--- src/rtl/sysid_rd_timeout.sv ---
// ============================================================================
//  Module  : sysid_rd_timeout
//  Brief   : Saturating stall counter that flags a read which stalls too long
//  Revision: 1.0  initial release
// ============================================================================
`default_nettype none

module sysid_rd_timeout #(
  parameter int unsigned LIMIT = 255
) (
  input  logic clock,
  input  logic reset_n,
  input  logic clear,
  input  logic enable,
  output logic expired
);

  localparam int CW = $clog2(LIMIT + 1);
  localparam logic [CW-1:0] TERM    = CW'(LIMIT - 1);
  localparam logic [CW-1:0] SAT_VAL = CW'(LIMIT);

  logic [CW-1:0] count;

  // Count stalled cycles; clear has priority, and the count holds at LIMIT
  always_ff @(posedge clock or negedge reset_n) begin
    if (!reset_n) begin
      count <= '0;
    end else if (clear) begin
      count <= '0;
    end else if (enable && (count != SAT_VAL)) begin
      count <= count + 1'b1;
    end
  end

  // Fires during the LIMIT-th stalled cycle, so the edge that ends it is the
  // one on which the count would reach LIMIT and the read is abandoned.
  assign expired = enable && (count == TERM);

endmodule

`default_nettype wire

--- config.mk ---
export PLATFORM = sky130hd
export DESIGN_NAME = sysid_rd_timeout
export DESIGN_NICKNAME = d
export VERILOG_FILES = /design/src/rtl/sysid_rd_timeout.sv
export SDC_FILE = /design/constraint.sdc
export NUM_CORES = 1
export LEC_CHECK = 0
export ABC_AREA = 1
export CORE_AREA = 2 2 39 41
export CTS_BUF_LIST = sky130_fd_sc_hd__clkbuf_4 sky130_fd_sc_hd__clkbuf_8 sky130_fd_sc_hd__clkbuf_16
export DETAILED_ROUTE_END_ITERATION = 6
export DIE_AREA = 0 0 41 43
export PLACE_DENSITY = 0.57
export SETUP_SLACK_MARGIN = 0.15
export SYNTH_ARGS = -nofsm -noshare
export SYNTH_HDL_FRONTEND = slang
export SYNTH_SLANG_ARGS = --single-unit
export TNS_END_PERCENT = 1
--- constraint.sdc ---
create_clock -name clock -period 2.6 [get_ports clock]
set_input_delay 0.39 -clock clock [delete_from_list [all_inputs] [get_ports clock]]
set_output_delay 0.39 -clock clock [all_outputs]
set_load 0.005 [all_outputs]
==> metrics.txt, run 1 <==
Final ANT Viol Nets 0; fmax 460.6 MHz; Max-cap violations 0; drt wl/cell 9.845 um; Post-Route Setup TNS 0 ps; Post-Place Cells 94; Chip Width 41 um; Levels on crit path 4; Final Skew 4.657 ps; clk slew on worst S/H paths ~50 ps; hold slack 415.8 ps; Mapped Avg Cell Area around 7 um^2; number of antenna diodes 0; Yosys warning count 0; Logic pwr share 10.5%; die area 1763 um^2; source of the critical timing path enable; Critical Path, Cell by Cell clkdlybuf4s50_1 -> nand2_1 -> nor4_1 -> clkdlybuf4s50_1; RSZ-0062 raised after global routing no; sequential-to-total area share from yosys stat between 30% and 40%; cts hold-fix bufs 0; max FFs per register 8; H-tree depth 1; Worst R2R Path Depth 9; crit path buf inv count 2; CP Class in2out; num ports 5; worst setup path end expired; fin crit share 83.50%; Post-Route Utilization a little over two fifths; Vias/cell around 4.5; grt ovf 0; Clock power frac 37.1%; Tot Pwr ~0.00025 W; Critical Path Start Type primary input; Max Transition Viols Final 0; CP most frequent cell clkdlybuf4s50_1; GR Util All Layers 13.91%; worst endpoint required time 2210 ps; worst min-delay path category in2async; pwr dens 420.2 nW/um^2; syn_nets 80; Sw Share about a quarter; post-synthesis cell type count 17; leakage power 0.2924 nW; port bufs 4; synthesized flop and latch total 8; CTS Sinks 8; DR DRC count 0; GPL Wtd Cong approximately 0.8; Routed WL 955 um; Post-Synthesis Cells 74; Worst path slowest cell clkdlybuf4s50_1; fraction of layout cells with a size suffix above 1 11.11%; crit-path max cell delay 570 ps; R2R setup slack between 1000 and 1500 ps; Pint 0.0001918 W; DP HPWL approximately 780 um; most flop-heavy register count; worst skew pair latency around 250 ps; Synth Cell Area 520.5 um^2; Max Fanout on Critical Path 5; vias in the first global route 392; CTS tree done; Final Setup Violations 0; area delta synth->final 15.87%; first-pass GRT wire length 1.607 mm; CTS Buffer Depth 2; Fill cells 148; Core Rows 14; vias post-DR 436; post-CTS sizing 0; post-route insts no fill 97; drt first pass iters 2; Core Footprint 1384 um^2; cell family with most CP delay buffers and inverters; Sequential cell area about 200 um^2; sequential fraction of design power 52.4%; Peak VDD IR 0.1652 mV; crit path time final 2171 ps; run status complete, no violations; pin count of the biggest net entering global routing 9; nets@finish a little under 90; Reg-to-Reg End count[3]$_DFFE_PN0P_; Num CTS Buffers 3; largest registers count (8); Die H 43 um; Starting Density 37.61%; Setup Buffers After CTS 0; antenna violations before repair 0; Setup crit end kind primary output; Multi-input gate area 289.0 um^2; Critical R2R Launch count[1]$_DFFE_PN0P_; P_sw 0.00006165 W; drt first-iter violations 5; Worst Max-Slew Pin Slew 370.9 ps; Root Driver clkbuf_4; Hold Vio Cnt, Final 0; Rel. slew slack between 70 and 80%; Worst Path Arrival 1780 ps
-- power groups by stage --
| stage | clock [W] | combinational (W) | sequential [W] |
|---|---|---|---|
| floorplan | 0 | 0.0000154 | 0.000134 |
| global placement | 0 | 0.0000274 | 0.000135 |
| detailed placement | 0 | 0.0000272 | 0.000135 |
| CTS | 0.000100 | 0.0000274 | 0.000133 |
| global route | 0.000108 | 0.0000308 | 0.000133 |
| finish | 0.0000939 | 0.0000266 | 0.000133 |
-- cell usage in the layout (no fill, tap or decap) --
master / synthesis / layout
ha_1: 2 / 2
inv_1: 6 / 6
nand2_4: 1 / 1
nand2_1: 26 / 26
o21ai_1: 1 / 1
xor2_1: 3 / 3
a21oi_1: 1 / 1
nor2_4: 1 / 1
nor2_1: 11 / 11
clkinv_1: 1 / 1
nor4_1: 1 / 1
nand2_2: 2 / 2
nor2_2: 1 / 1
dfrtp_1: 8 / 8
clkdlybuf4s50_1: 0 / 4
clkinv_2: 1 / 1
nand4_1: 1 / 1
clkbuf_4: 0 / 3
nand3_1: 7 / 7
-- per-stage QoR --
step	cell area [um^2]	setup slack, ps
floorplan	520.5	1367
global placement	580.6	515.9
detailed placement	580.6	456.6
CTS	603.1	448.1
global route	603.1	364.1
finish	603.1	429.0
-- worst reg2reg max path, stage by stage, from the launching register on --
cell and delay [ps]:
dfrtp_1 420, ha_1 230, inv_1 80, nor2_2 50, nand2_2 90, nand2_2 70
nand2_4 90, clkinv_2 90, nand2_1 70, nand2_1 50
-- synthesized netlist by cell type, drive strengths merged --
cell / instances / share of area [%]
nand3: 7 / 6.7
clkinv: 2 / 1.7
nand2: 29 / 23
inv: 6 / 4.3
o21ai: 1 / 0.96
nor4: 1 / 1.2
a21oi: 1 / 0.96
nand4: 1 / 1.2
xor2: 3 / 5.0
dfrtp: 8 / 38
nor2: 13 / 11
ha: 2 / 4.8
-- kinds of logic (layout without fill, tap and decap cells) --
kind of cell | Yosys count | count (layout) | share of synthesized area, %
AOI/OAI and AO/OA | 2 | 2 | 1.921
xor gates and xnor gates | 3 | 3 | 5.049
adders and majority gates | 2 | 2 | 4.807
buffers and inverters | 8 | 15 | 6.008
DFF | 8 | 8 | 38.46
and+or+nand+nor | 51 | 51 | 43.75
-- final cells by class --
class	count	area share [%]
clock buffers	3	3.734
repair buffers	4	6.639
inverters	8	5.187
multi-input cells	58	47.93
flip-flops and latches	8	33.20
well taps	16	3.320
-- per-layer routing --
metal,share of wire (%),global-route usage (%)
met4,1.5,10.00
met1,56,20.67
met3,2.3,3.141
met2,40,16.88
met5,0,0
-- worst min-delay path by stage --
stage / start / to / slack, ps / depth (start not counted)
after CTS: reset_n / count[7]$_DFFE_PN0P_ / 420 / 1
after floorplan: reset_n / count[0]$_DFFE_PN0P_ / 90 / 0
after global routing: reset_n / count[7]$_DFFE_PN0P_ / 450 / 1
final: reset_n / count[7]$_DFFE_PN0P_ / 420 / 1
after global placement: count[7]$_DFFE_PN0P_ / count[7]$_DFFE_PN0P_ / 520 / 2
after detailed placement: count[7]$_DFFE_PN0P_ / count[7]$_DFFE_PN0P_ / 530 / 2
No activity file was read; power rests on OpenSTA's default activity.
==> inputs of run 2 (changes only) <==
==> constraint.sdc (replaced) <==
create_clock -name clock -period 2.1 [get_ports clock]
set_input_delay 0.315 -clock clock [delete_from_list [all_inputs] [get_ports clock]]
set_output_delay 0.315 -clock clock [all_outputs]
set_load 0.005 [all_outputs]
==> run 2 against run 1 <==
  * Power rose by 24%
  * Cell area rose by 1.0%
  * Die area did not move
  * Combinational power rose by 30%
  * Clock skew fell by 3.3 ps
  * Critical path type is now reg2out
  * Via count fell by 0.23%
  * Wire length fell by 1.7%
  * Largest power group unchanged
==> metrics.txt, run 2 (synthesis gave the netlist of run 1 again) <==
run status complete, no violations (unchanged); most frequent cells in the layout nand2_1 (26), nor2_1 (11), dfrtp_1 (8), nand3_1 (7), inv_1 (6) (unchanged); Final WS setup 401.1 ps (was 429.0 ps); CP Class reg2out (was in2out); CTS Sinks 8 (unchanged); max FFs per register 8 (unchanged); commonest non-fill, non-tap cell in the layout nand2_1 (unchanged); Post-Route Setup TNS 0 ps (unchanged); GR Util All Layers 14.42% (was 13.91%); fmax 588.6 MHz; pre-CTS WS 182.1 ps (was 456.6 ps); CTS tree done (unchanged); Final Skew 1.345 ps (was 4.657 ps); number of antenna diodes 0 (unchanged); crit-path max cell delay 390 ps (was 570 ps); vias post-DR 435 (was 436); RSZ-0062 raised after global routing no (unchanged); nets@finish 90 (was 89); Peak VDD IR 0.2631 mV (was 0.1652 mV); Max-cap violations 0 (unchanged); Routed WL 939 um (was 955 um); Worst Max-Slew Pin Slew 372.6 ps (was 370.9 ps); Die H 43 um (unchanged); worst skew pair latency 250 ps (about the same); Rel. slew slack 75.08% (was 75.20%); fraction of layout cells with a size suffix above 1 12.20% (was 11.11%); Hold Vio Cnt, Final 0 (unchanged); worst min-delay path category in2async (unchanged); first-pass GRT wire length 1.690 mm (was 1.607 mm); Core Rows 14 (unchanged); drt wl/cell 9.582 um (was 9.845 um); die area 1763 um^2 (unchanged); DP HPWL 748.7 um (was 776.9 um); Setup crit end kind primary output (unchanged); Root Driver clkbuf_4 (unchanged); Worst path slowest cell dfrtp_1 (was clkdlybuf4s50_1); Multi-input gate area 289.0 um^2 (unchanged); num ports 5 (unchanged); Starting Density 37.61% (unchanged); Worst R2R Path Depth 9 (unchanged); GPL Wtd Cong 0.8025 (was 0.8031); Sequential cell area 200.2 um^2 (unchanged); pwr dens 515.2 nW/um^2 (was 420.2 nW/um^2); Core Footprint 1384 um^2 (unchanged); crit path time final 1699 ps; Vias/cell 4.439 (was 4.495); Max Fanout on Critical Path 4 (was 5); Final Setup Violations 0 (unchanged); Max Transition Viols Final 0 (unchanged); Critical Path Start Type flip-flop (was primary input); antenna violations before repair 0 (unchanged); drt first-iter violations 6 (was 5); clk slew on worst S/H paths 50 ps (about the same); Post-DP Area 588.1 um^2 (was 580.6 um^2); vias in the first global route 415 (was 392); drt first pass iters 2 (unchanged); Worst Path Arrival 1380 ps (was 1780 ps); area delta synth->final 17.07% (was 15.87%); Critical Path, Cell by Cell clkinv_1 -> ha_1 -> nand2_1 -> nor4_1 -> dlygate4sd2_1 (was clkdlybuf4s50_1 -> nand2_1 -> nor4_1 -> clkdlybuf4s50_1); most flop-heavy register count (unchanged); CTS Buffer Depth 2 (unchanged); port bufs 4 (unchanged); pin count of the biggest net entering global routing 9 (unchanged); Num CTS Buffers 3 (unchanged); Fill cells 143 (was 148); post-route cell area 609.3 um^2 (was 603.1 um^2); cts hold-fix bufs 0 (unchanged); H-tree depth 1 (unchanged); largest registers count (8) (unchanged); Chip Width 41 um (unchanged); grt ovf 0 (unchanged); Final ANT Viol Nets 0 (unchanged); DR DRC count 0 (unchanged); leakage power 0.3021 nW (was 0.2924 nW); fin crit share 80.90%; worst endpoint required time 1780 ps (was 2210 ps)
## run 2: area by class of cell
type	count	area share, %
inverters	8	5.133
clock buffers	3	3.696
repair buffers	5	7.598
well taps	16	3.285
flip-flops and latches	8	32.85
multi-input cells	58	47.43
## run 2: routing by layer
layer | vias up | global-route usage [%] | part of all wire (%)
met5 | - | 0 | 0
met4 | 0 | 12.00 | 1.1
met3 | 2 | 1.571 | 2.7
met2 | 4 | 19.38 | 44
met1 | 184 | 19.67 | 52
li1 | 245 | - | -
## run 2: path summary, 6_finish.rpt
kind	startpoint	slack, ps	end
setup reg to reg	count[1]$_DFFE_PN0P_	770	count[3]$_DFFE_PN0P_
setup / recovery	count[0]$_DFFE_PN0P_	400	expired
hold reg to reg	count[7]$_DFFE_PN0P_	550	count[7]$_DFFE_PN0P_
max in group asynchronous	reset_n	1480	count[6]$_DFFE_PN0P_
hold / removal	reset_n	350	count[1]$_DFFE_PN0P_
min in group clock	count[7]$_DFFE_PN0P_	550	count[7]$_DFFE_PN0P_
## run 2: through the flow
| step | hold slack [ps] | std cells | util (%) | power, W |
|---|---|---|---|---|
| final | 348.4 | 98 | 44.03 | 0.0003140 |
| after global routing | 376.5 | 98 | 44.03 | 0.0003379 |
| after CTS | 351.9 | 98 | 44.03 | 0.0003211 |
| after detailed placement | 537.8 | 95 | 42.50 | 0.0002023 |
| after global placement | 528.6 | 95 | 42.50 | 0.0002027 |
| after floorplan | 19.41 | 74 | - | 0.0001852 |
## run 2: worst max-delay path: cells and delay by family, from the launching register on
kind                       cells  cell delay, ps
adders and majority gates      1             160
buffers and inverters          2             360
DFF                            1             390
and+or+nand+nor                2             220
## run 2: power breakdown
part           switching (W)  total [W]  internal, W
combinational      0.0000203  0.0000347    0.0000144
clock              0.0000494   0.000115    0.0000652
sequential        0.00000566   0.000165     0.000159
## run 2: repair_timing
action	4_1_cts	5_1_grt
setup buffers	0	0
setup endpoints to repair	1	0
gates resized for setup	1	0
